$ cat src/rtl/decode_pkg.sv
// RV32I ID-stage shared types: opcode map, ALU one-hot bit indices, field encodings, reset bundle.
// Pure declarations; no timing or backpressure of its own.
package decode_pkg;

    localparam logic [6:0] OP_R     = 7'd51;
    localparam logic [6:0] OP_I     = 7'd19;
    localparam logic [6:0] OP_B     = 7'd99;
    localparam logic [6:0] OP_S     = 7'd35;
    localparam logic [6:0] OP_LOAD  = 7'd3;
    localparam logic [6:0] OP_LUI   = 7'd55;
    localparam logic [6:0] OP_AUIPC = 7'd23;
    localparam logic [6:0] OP_JALR  = 7'd103;
    localparam logic [6:0] OP_JAL   = 7'd111;

    localparam logic [6:0] F7_BASE   = 7'b0000000;
    localparam logic [6:0] F7_ALT    = 7'b0100000;
    localparam logic [6:0] F7_MULDIV = 7'b0000001;

    localparam logic [4:0] ALU_ADD  = 5'd0;
    localparam logic [4:0] ALU_SUB  = 5'd1;
    localparam logic [4:0] ALU_SLL  = 5'd2;
    localparam logic [4:0] ALU_SLT  = 5'd3;
    localparam logic [4:0] ALU_SLTU = 5'd4;
    localparam logic [4:0] ALU_XOR  = 5'd5;
    localparam logic [4:0] ALU_SRL  = 5'd6;
    localparam logic [4:0] ALU_SRA  = 5'd7;
    localparam logic [4:0] ALU_OR   = 5'd8;
    localparam logic [4:0] ALU_AND  = 5'd9;
    localparam logic [4:0] ALU_MUL  = 5'd10;

    localparam int ALU_W_BASE = 10;
    localparam int ALU_W_M    = 18;

    localparam logic [2:0] IMM_I   = 3'b000;
    localparam logic [2:0] IMM_S   = 3'b001;
    localparam logic [2:0] IMM_BR  = 3'b010;
    localparam logic [2:0] IMM_U   = 3'b011;
    localparam logic [2:0] IMM_J   = 3'b100;
    localparam logic [2:0] IMM_ISH = 3'b101;

    localparam logic [1:0] WB_ALU = 2'b00;
    localparam logic [1:0] WB_MEM = 2'b01;
    localparam logic [1:0] WB_PC4 = 2'b10;
    localparam logic [1:0] WB_IMM = 2'b11;

    localparam logic [1:0] JMP_NONE = 2'b00;
    localparam logic [1:0] JMP_JAL  = 2'b01;
    localparam logic [1:0] JMP_JALR = 2'b10;

    localparam logic [2:0] SEL_NONE   = 3'b111;
    localparam logic [2:0] BR_DEFAULT = 3'b010;

    typedef struct packed {
        logic [1:0] jump;
        logic       branch;
        logic       alu_src_a;
        logic       alu_src_b;
        logic       reg_write;
        logic       mem_write;
        logic       illegal;
        logic [2:0] imm_sel;
        logic [2:0] bropcode;
        logic [2:0] store_sel;
        logic [2:0] load_sel;
        logic [1:0] write_back;
        logic [4:0] rd;
        logic [4:0] rs1;
        logic [4:0] rs2;
    } ctrl_t;

    localparam ctrl_t CTRL_RST = '{
        jump: JMP_NONE, branch: 1'b0, alu_src_a: 1'b0, alu_src_b: 1'b0,
        reg_write: 1'b0, mem_write: 1'b0, illegal: 1'b0, imm_sel: IMM_I,
        bropcode: BR_DEFAULT, store_sel: SEL_NONE, load_sel: SEL_NONE,
        write_back: WB_ALU, rd: 5'd0, rs1: 5'd0, rs2: 5'd0
    };

    // alt selects the funct7=0100000 variant (sub / sra) where one exists
    function automatic logic [4:0] alu_base(input logic [2:0] funct3, input logic alt);
        logic [4:0] idx;
        case (funct3)
            3'b000:  idx = alt ? ALU_SUB : ALU_ADD;
            3'b001:  idx = ALU_SLL;
            3'b010:  idx = ALU_SLT;
            3'b011:  idx = ALU_SLTU;
            3'b100:  idx = ALU_XOR;
            3'b101:  idx = alt ? ALU_SRA : ALU_SRL;
            3'b110:  idx = ALU_OR;
            default: idx = ALU_AND;
        endcase
        return idx;
    endfunction

endpackage

$ cat src/rtl/decode_comb.sv
// Combinational RV32I instruction-to-control decode with illegal and source-use flags; RV32M_EN adds M ops.
// Zero latency, no state; backpressure is handled entirely by the enclosing pipe register.
module decode_comb
    import decode_pkg::*;
#(
    parameter int ALU_CTRL_W = ALU_W_BASE
) (
    input  logic [31:0]           instr_i,
    output ctrl_t                 ctrl_o,
    output logic [ALU_CTRL_W-1:0] alu_ctrl_o,
    output logic                  use_rs1_o,
    output logic                  use_rs2_o
`ifdef RV32M_EN
    ,
    output logic                  is_div_o
`endif
);

    localparam logic [ALU_CTRL_W-1:0] ALU_ONE = {{(ALU_CTRL_W-1){1'b0}}, 1'b1};

    logic [6:0] opcode;
    logic [2:0] funct3;
    logic [6:0] funct7;
    logic [4:0] alu_idx;

    assign opcode = instr_i[6:0];
    assign funct3 = instr_i[14:12];
    assign funct7 = instr_i[31:25];

    always_comb begin
        ctrl_o     = CTRL_RST;
        ctrl_o.rd  = instr_i[11:7];
        ctrl_o.rs1 = instr_i[19:15];
        ctrl_o.rs2 = instr_i[24:20];
        alu_idx    = ALU_ADD;
        use_rs1_o  = 1'b0;
        use_rs2_o  = 1'b0;
`ifdef RV32M_EN
        is_div_o   = 1'b0;
`endif
        case (opcode)
            OP_R: begin
                ctrl_o.reg_write = 1'b1;
                ctrl_o.imm_sel   = IMM_BR;
                use_rs1_o        = 1'b1;
                use_rs2_o        = 1'b1;
                if (funct7 == F7_BASE || funct7 == F7_ALT)
                    alu_idx = alu_base(funct3, funct7 == F7_ALT);
`ifdef RV32M_EN
                else if (funct7 == F7_MULDIV) begin
                    alu_idx  = ALU_MUL + {2'b00, funct3};
                    is_div_o = funct3[2];
                end
`endif
                else
                    ctrl_o.illegal = 1'b1;
            end
            OP_I: begin
                ctrl_o.reg_write = 1'b1;
                ctrl_o.alu_src_b = 1'b1;
                use_rs1_o        = 1'b1;
                // funct7 only matters for the shift-immediates
                alu_idx = alu_base(funct3, (funct3 == 3'b101) && (funct7 == F7_ALT));
                if (funct3 == 3'b001) begin
                    ctrl_o.imm_sel = IMM_ISH;
                    ctrl_o.illegal = (funct7 != F7_BASE);
                end else if (funct3 == 3'b101) begin
                    ctrl_o.imm_sel = IMM_ISH;
                    ctrl_o.illegal = !(funct7 == F7_BASE || funct7 == F7_ALT);
                end
            end
            OP_B: begin
                ctrl_o.branch     = 1'b1;
                ctrl_o.imm_sel    = IMM_BR;
                ctrl_o.write_back = WB_MEM;
                ctrl_o.bropcode   = (funct3 == 3'b010 || funct3 == 3'b011) ? BR_DEFAULT : funct3;
                use_rs1_o         = 1'b1;
                use_rs2_o         = 1'b1;
            end
            OP_S: begin
                ctrl_o.mem_write  = 1'b1;
                ctrl_o.alu_src_b  = 1'b1;
                ctrl_o.imm_sel    = IMM_S;
                ctrl_o.store_sel  = funct3;
                ctrl_o.write_back = WB_MEM;
                use_rs1_o         = 1'b1;
                use_rs2_o         = 1'b1;
            end
            OP_LOAD: begin
                ctrl_o.reg_write  = 1'b1;
                ctrl_o.alu_src_b  = 1'b1;
                ctrl_o.load_sel   = funct3;
                ctrl_o.write_back = WB_MEM;
                use_rs1_o         = 1'b1;
            end
            OP_LUI: begin
                ctrl_o.reg_write  = 1'b1;
                ctrl_o.imm_sel    = IMM_U;
                ctrl_o.write_back = WB_IMM;
            end
            OP_AUIPC: begin
                ctrl_o.reg_write = 1'b1;
                ctrl_o.alu_src_a = 1'b1;
                ctrl_o.alu_src_b = 1'b1;
                ctrl_o.imm_sel   = IMM_U;
            end
            OP_JALR: begin
                ctrl_o.jump       = JMP_JALR;
                ctrl_o.reg_write  = 1'b1;
                ctrl_o.write_back = WB_PC4;
                use_rs1_o         = 1'b1;
            end
            OP_JAL: begin
                ctrl_o.jump       = JMP_JAL;
                ctrl_o.reg_write  = 1'b1;
                ctrl_o.imm_sel    = IMM_J;
                ctrl_o.write_back = WB_PC4;
            end
            default: ctrl_o.illegal = 1'b1;
        endcase
        if (ctrl_o.illegal) begin
            ctrl_o.reg_write = 1'b0;
            ctrl_o.mem_write = 1'b0;
            ctrl_o.branch    = 1'b0;
            ctrl_o.jump      = JMP_NONE;
        end
        alu_ctrl_o = ALU_ONE << alu_idx;
    end

endmodule

$ cat src/rtl/decode_ctrl_pipe.sv
// Registered RV32I decode stage with load-use interlock and illegal counter; RV32M_EN adds M decode + divide busy.
// Latency 1 cycle; in_ready drops on full-and-stalled, load-use hazard or divide busy; held bundle is stable under stall.
module decode_ctrl_pipe
    import decode_pkg::*;
#(
`ifdef RV32M_EN
    parameter int ALU_CTRL_W = ALU_W_M,
`else
    parameter int ALU_CTRL_W = ALU_W_BASE,
`endif
    parameter int DIV_CYCLES = 32,
    parameter int ILL_CNT_W  = 8
) (
    input  logic                  clk,
    input  logic                  rst,
    input  logic                  flush,
    input  logic                  in_valid,
    output logic                  in_ready,
    input  logic [31:0]           instr,
    output logic                  out_valid,
    input  logic                  out_ready,
    output logic [1:0]            jump,
    output logic                  branch,
    output logic                  alu_srcA,
    output logic                  alu_srcB,
    output logic                  reg_write,
    output logic                  mem_write,
    output logic                  illegal,
    output logic [2:0]            imm_sel,
    output logic [2:0]            bropcode,
    output logic [2:0]            store_sel,
    output logic [2:0]            load_sel,
    output logic [ALU_CTRL_W-1:0] alu_ctrl,
    output logic [1:0]            write_back,
    output logic [4:0]            rd,
    output logic [4:0]            rs1,
    output logic [4:0]            rs2,
    output logic [ILL_CNT_W-1:0]  ill_cnt
);

`ifdef RV32M_EN
    localparam int ALU_W_MIN = ALU_W_M;
`else
    localparam int ALU_W_MIN = ALU_W_BASE;
`endif
    localparam logic [ALU_CTRL_W-1:0] ALU_RST = {{(ALU_CTRL_W-1){1'b0}}, 1'b1};
    localparam logic [ILL_CNT_W-1:0]  ILL_ONE = {{(ILL_CNT_W-1){1'b0}}, 1'b1};

    if (ALU_CTRL_W < ALU_W_MIN) begin : g_bad_alu_w
        $error("decode_ctrl_pipe: ALU_CTRL_W too small");
    end
    if (DIV_CYCLES < 1 || DIV_CYCLES > 255) begin : g_bad_div_cycles
        $error("decode_ctrl_pipe: DIV_CYCLES out of range 1..255");
    end

    ctrl_t                 dec;
    logic [ALU_CTRL_W-1:0] dec_alu;
    logic                  dec_use_rs1, dec_use_rs2;
    ctrl_t                 ctrl_q, ctrl_d;
    logic [ALU_CTRL_W-1:0] alu_q, alu_d;
    logic                  out_valid_q, out_valid_d;
    logic [ILL_CNT_W-1:0]  ill_q, ill_d;
    logic                  busy, hazard, accept;
`ifdef RV32M_EN
    logic                  dec_is_div;
    logic [7:0]            busy_q, busy_d;
`endif

    decode_comb #(.ALU_CTRL_W(ALU_CTRL_W)) u_decode_comb (
        .instr_i    (instr),
        .ctrl_o     (dec),
        .alu_ctrl_o (dec_alu),
        .use_rs1_o  (dec_use_rs1),
        .use_rs2_o  (dec_use_rs2)
`ifdef RV32M_EN
        ,
        .is_div_o   (dec_is_div)
`endif
    );

    // a held load's data is not forwardable yet, so a consumer of its rd waits a cycle
    assign hazard = out_valid_q && (ctrl_q.load_sel != SEL_NONE) && (ctrl_q.rd != 5'd0)
                 && ((dec_use_rs1 && (dec.rs1 == ctrl_q.rd)) || (dec_use_rs2 && (dec.rs2 == ctrl_q.rd)));
    assign in_ready = !busy && !hazard && (!out_valid_q || out_ready);
    assign accept   = in_valid && in_ready;

    always_comb begin
        out_valid_d = out_valid_q;
        ctrl_d      = ctrl_q;
        alu_d       = alu_q;
        ill_d       = ill_q;
        if (flush) begin
            out_valid_d = 1'b0;
        end else if (accept) begin
            out_valid_d = 1'b1;
            ctrl_d      = dec;
            alu_d       = dec_alu;
            if (dec.illegal && (ill_q != {ILL_CNT_W{1'b1}}))
                ill_d = ill_q + ILL_ONE;
        end else if (out_ready) begin
            out_valid_d = 1'b0;
        end
    end

    always_ff @(posedge clk or posedge rst) begin
        if (rst) begin
            out_valid_q <= 1'b0;
            ctrl_q      <= CTRL_RST;
            alu_q       <= ALU_RST;
            ill_q       <= '0;
        end else begin
            out_valid_q <= out_valid_d;
            ctrl_q      <= ctrl_d;
            alu_q       <= alu_d;
            ill_q       <= ill_d;
        end
    end

`ifdef RV32M_EN
    assign busy = (busy_q != 8'd0);

    always_comb begin
        busy_d = busy_q;
        if (flush)
            busy_d = 8'd0;
        else if (accept && dec_is_div)
            busy_d = 8'(DIV_CYCLES - 1);
        else if (busy)
            busy_d = busy_q - 8'd1;
    end

    always_ff @(posedge clk or posedge rst) begin
        if (rst) busy_q <= 8'd0;
        else     busy_q <= busy_d;
    end
`else
    assign busy = 1'b0;
`endif

    assign out_valid  = out_valid_q;
    assign jump       = ctrl_q.jump;
    assign branch     = ctrl_q.branch;
    assign alu_srcA   = ctrl_q.alu_src_a;
    assign alu_srcB   = ctrl_q.alu_src_b;
    assign reg_write  = ctrl_q.reg_write;
    assign mem_write  = ctrl_q.mem_write;
    assign illegal    = ctrl_q.illegal;
    assign imm_sel    = ctrl_q.imm_sel;
    assign bropcode   = ctrl_q.bropcode;
    assign store_sel  = ctrl_q.store_sel;
    assign load_sel   = ctrl_q.load_sel;
    assign alu_ctrl   = alu_q;
    assign write_back = ctrl_q.write_back;
    assign rd         = ctrl_q.rd;
    assign rs1        = ctrl_q.rs1;
    assign rs2        = ctrl_q.rs2;
    assign ill_cnt    = ill_q;

endmodule

$ cat config.mk
export PLATFORM = sky130hd
export DESIGN_NAME = decode_ctrl_pipe
export DESIGN_NICKNAME = d
export VERILOG_FILES = /design/src/rtl/decode_pkg.sv /design/src/rtl/decode_comb.sv /design/src/rtl/decode_ctrl_pipe.sv
export SDC_FILE = /design/constraint.sdc
export NUM_CORES = 1
export LEC_CHECK = 0
export ABC_CLOCK_PERIOD_IN_PS = 3150
export BUFFER_PORTS_ARGS = -buffer_cell sky130_fd_sc_hd__clkbuf_2
export CORE_MARGIN = 2
export CORE_UTILIZATION = 35
export CTS_CLUSTER_DIAMETER = 80
export DETAILED_ROUTE_END_ITERATION = 8
export PLACE_DENSITY = 0.66
export SLEW_MARGIN = 40
export SYNTH_ARGS = -nofsm -noshare
export SYNTH_HDL_FRONTEND = slang
export SYNTH_HIERARCHICAL = 1
export SYNTH_SLANG_ARGS = --single-unit
$ cat constraint.sdc
create_clock -name clk -period 3.15 [get_ports clk]
set_clock_uncertainty 0.05 [all_clocks]
set_input_delay 0.4725 -clock clk [delete_from_list [all_inputs] [get_ports clk]]
set_output_delay 0.4725 -clock clk [all_outputs]
set_load 0.005 [all_outputs]
==> qor.yml, run 1 <==
drt:
  postRouteAntennaNets: 0
  route.detailed.drc: 0
  vias: 2226
  post_drt_wl_per_cell_um: 15.3
  wirelength_um: 6840
  vias_per_cell: 4.99
  drt_iter0_markers: 147
  drt_pre_antenna_iters: 4
timing:
  fin_crit_sh_pct: 75.7
  slew_viol_final: 0
  setup_tns_ps: 0
  rsz0062_at_grt: "false"
  period_needed_ps: 2380
  max_slew_margin_pct: 66.1
  fmax_mhz: 419
  setup_viol: 0
  finalHoldViolations: 0
  tightest_slew_ps: 507
cells_and_area:
  area_growth_pct: 16.9
  multi_input_comb_area_um2: 1450
  regArea_um2: 1410
  design_area_um2: 3600
  layout.nets: 375
  n_antenna_cell: 0
  layout_commonest_cell: "clkbuf_2"
  layout_common_cells: "clkbuf_2 (93), dfrtp_1 (48), mux2_2 (45)"
  drive_gt1_share_pct: 50.6
  fill_cells: 869
floorplan:
  fp.dieW_um: 97.9
  io-pin-count: 94
  initial_core_util_pct: 35.7
  die_h_um: 97.9
  num_rows: 34
  coreArea_um2: 8640
  die_area_um2: 9580
clocking:
  post-cts-setup-buffer-count: 0
  htreeDepth: 2
  clockBufferDepth: 2
  tritoncts: "yes"
  clock_sinks: 56
  insertion_delay_ps: 310
  cts_made_buffers: 5
  hold_buffers: 0
  clkSlewWorstSetupHoldPaths_ps: 120
  cts.repair.resized: 0
  root_buffer: "clkbuf_8"
global_route:
  grt_overflow: 0
  grt_antenna_before_repair: 0
  grt_pass1_wl_um: 11300
  grt_use_total_pct: 14.4
  grt_pass1_vias: 2255
  grt_max_degree: 33
power:
  vdd_drop_max_uv: 244
  power.leakage_nw: 1.62
  power_density_nw_per_um2: 449
worst_setup_path:
  endpoint_kind: "output port"
  required_ps: 2630
  arrival_ps: 1860
  cp_slowest_cell: "clkbuf_2"
  crit_path_frequent_cell: "clkbuf_2"
  path_cells: "clkbuf_2 -> nand3b_1 -> o21ai_0 -> and2_1 -> nand2_1 -> o22ai_2 -> a21boi_0 -> clkbuf_2"
  reg2reg_from: "rd[1]$_DFFE_PP0P_"
  reg2reg_slack_ps: 1110
  criticalPathCategory: "in -> out"
  cp_slowest_stage_delay_ps: 290
  ff2ff_path_depth: 6
  cp_max_fo: 17
  path_delay_family: "simple AND/OR/NAND/NOR gates"
  critPathLaunchType: "primary input"
  worstPathBufferInverterCount: 2
  r2r-end: "alu_ctrl[7]$_DFFE_PP0P_"
status:
  status: "complete, no violations"
synth:
  synth_cell_types: 52
  syn_avg_cell_area_um2: 11.7
  synth-simple-area-share_pct: 18.1
  synth_edf_count: 0
  synth-main-ff-cell: "dfrtp_1"
  syn_area_um2: 3080
  async_flop_share_pct: 100
  synthAdderAreaFrac_pct: 0.406
  synth_seq_area_share_pct: 45.8
  ys_warn_count: 6
  yosys-mux-area-fraction_pct: 17.9
  synth_seq_cells: 56
  synth_top_family_by_area: "simple AND/OR/NAND/NOR gates"
  synth_compound_area_share_pct: 5.68
  syn_inst: 263
  syn_nets: 301
  synth_xor_area_share_pct: 4.83
worst_hold_path:
  hp-class: "in -> async"
placement:
  dp_hpwl_um: 5200
  dpl_cell_area_um2: 3510
  place_congestion: 0.825
  port_buffers: 93
job:
  maxCapViolCount: 0
-- worst max-delay path by stage --
stage | from | end | slack, ps | cells past startpoint
after floorplan | instr[5] | alu_ctrl[1]$_DFFE_PP0P_ | 950 | 9
after global placement | instr[5] | alu_ctrl[4]$_DFFE_PP0P_ | 500 | 9
after detailed placement | instr[5] | alu_ctrl[3]$_DFFE_PP0P_ | 440 | 9
after CTS | instr[5] | in_ready | 750 | 8
after global routing | instr[5] | bropcode[0]$_DFFE_PP0P_ | 580 | 9
final | instr[5] | in_ready | 770 | 8
-- Yosys cell counts (all sizes together), types with 6 or more instances --
cell type	instances	area share, %
nand2b	10	2.1
dfstp	8	6.8
buf	26	6.5
nor2	8	0.97
nand4	7	1.4
xnor2	17	4.8
a21oi	6	1.3
dfrtp	48	39
nor3	6	0.97
nand2	10	1.2
nor4	6	1.9
nand3	8	1.3
mux2	49	18
-- layout make-up --
| class | count | share of cell area, % |
|---|---|---|
| Clock inverter | 3 | 0.764 |
| Sequential cell | 56 | 39.2 |
| Clock buffer | 5 | 1.91 |
| Timing Repair Buffer | 96 | 13.9 |
| Multi-Input combinational cell | 174 | 40.1 |
| Tap cell | 108 | 3.75 |
| Inverter | 4 | 0.417 |
-- metrics by stage --
step                      instances  setup slack [ps]  util [%]  hold WS [ps]  power [W]
after global placement          438               496      40.6           425    0.00121
after detailed placement        438               445      40.6           430    0.00122
after floorplan                 263               952         -           433    0.00109
final                           446               766      41.7           101    0.00162
after CTS                       446               750      41.7           127    0.00164
after global routing            446               578      41.7           144    0.00171
-- routing by layer --
metal / global-route usage [%] / part of all wire, % / vias up
li1: - / - / 1073
met1: 19.6 / 45 / 1098
met2: 23.2 / 49 / 49
met3: 3.36 / 4.3 / 6
met4: 3.85 / 1.5 / 0
met5: 0 / 0 / -
-- power by group --
group	total, W	internal, W	switching, W
sequential	0.000869	0.000791	0.0000784
combinational	0.000333	0.000178	0.000155
clock	0.000417	0.000164	0.000253
-- worst register-to-register path: cells and delay by family (launching register included) --
kind,cells,cell delay (ps)
flip-flops,1,460
AO/OA/AOI/OAI,2,440
multiplexers,1,370
buffers and inverters,1,330
XOR/XNOR,1,150
AND/OR/NAND/NOR,1,120
-- registers in the layout, summed over array words and instances, names as in the netlist --
name / count
mem_write: 1
alu_srcA: 1
alu_srcB: 1
write_back: 2
ill_cnt: 8
rs1: 5
branch: 1
jump: 2
illegal: 1
rs2: 5
alu_ctrl: 10
reg_write: 1
rd: 5
out_valid: 1
load_sel: 3
imm_sel: 3
bropcode: 3
store_sel: 3
-- cell families (layout without fill, tap and decap cells) --
logic type,count (synthesis),in the layout
adder cells (fa/ha/maj),1,1
multiplexers,49,49
flip-flops,56,56
AND/OR/NAND/NOR,85,85
AO/OA/AOI/OAI,22,22
XOR/XNOR,17,17
buffers and inverters,33,108
No activity file was read; power rests on OpenSTA's default activity.
==> inputs of run 2 (changes only) <==
--- a/config.mk
+++ b/config.mk
@@ -5,7 +5,7 @@
 export SDC_FILE = /design/constraint.sdc
 export NUM_CORES = 1
 export LEC_CHECK = 0
-export ABC_CLOCK_PERIOD_IN_PS = 3150
+export ABC_CLOCK_PERIOD_IN_PS = 2350
 export BUFFER_PORTS_ARGS = -buffer_cell sky130_fd_sc_hd__clkbuf_2
 export CORE_MARGIN = 2
 export CORE_UTILIZATION = 35
==> constraint.sdc (replaced) <==
create_clock -name clk -period 2.35 [get_ports clk]
set_clock_uncertainty 0.05 [all_clocks]
set_input_delay 0.3525 -clock clk [delete_from_list [all_inputs] [get_ports clk]]
set_output_delay 0.3525 -clock clk [all_outputs]
set_load 0.005 [all_outputs]
==> run 2 against run 1 <==
Critical path depth shrank 3. Critical endpoint unchanged. Highest routed layer unchanged. Total power grew 34%. Sequential share of layout area down 1.0 points. Largest power group unchanged. Utilization rose by 1.1 points.
==> qor.yml, run 2 (synthesis results as in run 1) <==
status:
  status: "complete, no violations"  # unchanged
clocking:
  tritoncts: "yes"  # unchanged
  htreeDepth: 2  # unchanged
  post-cts-setup-buffer-count: 0  # unchanged
  root_buffer: "clkbuf_8"  # unchanged
  clock_sinks: 56  # unchanged
  cts_made_buffers: 5  # unchanged
  hold_buffers: 0  # unchanged
  clockBufferDepth: 2  # unchanged
  cts.repair.resized: 0  # unchanged
  insertion_delay_ps: 310  # about the same
  clkSlewWorstSetupHoldPaths_ps: 110  # was 120 ps
worst_setup_path:
  critPathLaunchType: "register"  # was primary input
  reg2reg_slack_ps: 360  # was 1110 ps
  worstPathBufferInverterCount: 1  # was 2
  endpoint_kind: "output port"  # unchanged
  path_cells: "xnor2_1 -> nand4_1 -> o22ai_2 -> a21boi_0 -> clkbuf_2"  # was clkbuf_2 -> nand3b_1 -> o21ai_0 -> and2_1 -> nand2_1 -> o22ai_2 -> a21boi_0 -> clkbuf_2
  path_delay_family: "flip-flops"  # was simple AND/OR/NAND/NOR gates
  criticalPathCategory: "reg -> out"  # was in -> out
  cp_slowest_stage_delay_ps: 460  # was 290 ps
  cp_num_cells: 5  # was 8
  arrival_ps: 1610  # was 1860 ps
  r2r-end: "mem_write$_DFFE_PP0P_"  # was alu_ctrl[7]$_DFFE_PP0P_
  cp_max_fo: 5  # was 17
  required_ps: 1950  # was 2630 ps
  cp_slowest_cell: "dfrtp_1"  # was clkbuf_2
  ff2ff_path_depth: 6  # unchanged
  reg2reg_from: "rd[4]$_DFFE_PP0P_"  # was rd[1]$_DFFE_PP0P_
global_route:
  grt_antenna_before_repair: 0  # unchanged
  grt_pass1_wl_um: 11700  # was 11300 um
  grt_use_total_pct: 14.8  # was 14.4%
  grt_pass1_vias: 2290  # was 2255
  grt_overflow: 0  # unchanged
  grt_max_degree: 57  # was 33
floorplan:
  initial_core_util_pct: 35.7  # unchanged
  die_area_um2: 9580  # unchanged
  num_rows: 34  # unchanged
  fp.dieW_um: 97.9  # unchanged
  die_h_um: 97.9  # unchanged
  io-pin-count: 94  # unchanged
  coreArea_um2: 8640  # unchanged
placement:
  place_congestion: 0.905  # was 0.825
  dp_hpwl_um: 5520  # was 5200 um
  port_buffers: 93  # unchanged
timing:
  fin_crit_sh_pct: 85.7
  period_needed_ps: 2010
  rsz0062_at_grt: "false"  # unchanged
  whs_ps: 165  # was 101 ps
  finalHoldViolations: 0  # unchanged
  slew_viol_final: 0  # unchanged
  max_slew_margin_pct: 53.4  # was 66.1%
  setup_viol: 0  # unchanged
  setup_tns_ps: 0  # unchanged
  fmax_mhz: 497
  tightest_slew_ps: 699  # was 507 ps
cells_and_area:
  n_antenna_cell: 0  # unchanged
  drive_gt1_share_pct: 52.6  # was 50.6%
  area_growth_pct: 20.1  # was 16.9%
  largest_reg_flops: 10  # unchanged
  layout.nets: 389  # was 375
  layout_commonest_cell: "clkbuf_2"  # unchanged
  layout_common_cells: "clkbuf_2 (93), dfrtp_1 (48), mux2_2 (45)"  # unchanged
drt:
  drt_pre_antenna_iters: 4  # unchanged
  wirelength_um: 7200  # was 6840 um
  postRouteAntennaNets: 0  # unchanged
  drt_iter0_markers: 84  # was 147
  vias_per_cell: 4.98  # was 4.99
  vias: 2291  # was 2226
  route.detailed.drc: 0  # unchanged
  post_drt_wl_per_cell_um: 15.7  # was 15.3 um
power:
  vdd_drop_max_uv: 289  # was 244 uV
  power_density_nw_per_um2: 588  # was 449 nW/um2
  power.leakage_nw: 1.69  # was 1.62 nW
worst_hold_path:
  hp-class: "in -> async"  # unchanged
job:
  maxCapViolCount: 0  # unchanged
run 2: cell count changes in the layout (fill, tap and decap cells not counted):
| cell | delta |
|---|---|
| buf_4 | +14 |
| clkinv_2 | +1 |
| clkinv_4 | -1 |
| inv_6 | +1 |
| inv_8 | -1 |
run 2: routing by layer:
metal,GRT usage [%],share of wire (%),vias up
li1,-,-,1097
met1,19.9,45,1139
met2,24.9,50,53
met3,3.01,4.2,2
met4,3.21,0.58,0
met5,0,0,-
run 2: where the power goes:
part / total, W / switching [W] / internal (W)
Clock: 0.000543 / 0.000330 / 0.000213
Combinational: 0.000467 / 0.000214 / 0.000253
Sequential: 0.00117 / 0.000108 / 0.00106
Total: 0.00218 / 0.000652 / 0.00153
run 2: worst reg2reg max path: cells and delay by family (launching register included):
kind / cells / cell delay [ps]
flops: 1 / 460
mux: 1 / 360
compound gates: 2 / 450
simple gates: 1 / 120
xor+xnor: 1 / 160
buf+inv: 1 / 280
run 2: final cells by class:
class                   count  area [um2]
fillers                   855        4930
multi-input cells         174        1450
flip-flops and latches     56        1410
repair buffers            110         606
well taps                 108         135
clock buffers               5        68.8
clock inverters             3        21.3
inverters                   4        15.0
run 2: worst max path at each step:
stage	startpoint	endpoint	slack (ps)
2_1_floorplan	instr[5]	alu_ctrl[1]$_DFFE_PP0P_	270
4_1_cts	rd[4]$_DFFE_PP0P_	in_ready	310
3_5_place_dp	instr[2]	ill_cnt[5]$_DFFE_PP0P_	60
3_3_place_gp	instr[3]	ill_cnt[1]$_DFFE_PP0P_	110
5_1_grt	rd[4]$_DFFE_PP0P_	rs1[2]$_DFFE_PP0P_	210
6_report	rd[4]$_DFFE_PP0P_	in_ready	340
run 2: stage by stage:
| stage | setup slack [ps] | area, um2 | utilization (%) | instances | power [W] |
|---|---|---|---|---|---|
| floorplan | 272 | 3080 | - | 263 | 0.00146 |
| CTS | 310 | 3700 | 42.9 | 460 | 0.00220 |
| global placement | 111 | 3610 | 41.8 | 452 | 0.00165 |
| detailed placement | 63.7 | 3610 | 41.8 | 452 | 0.00166 |
| finish | 336 | 3700 | 42.9 | 460 | 0.00218 |
| global route | 207 | 3700 | 42.9 | 460 | 0.00230 |
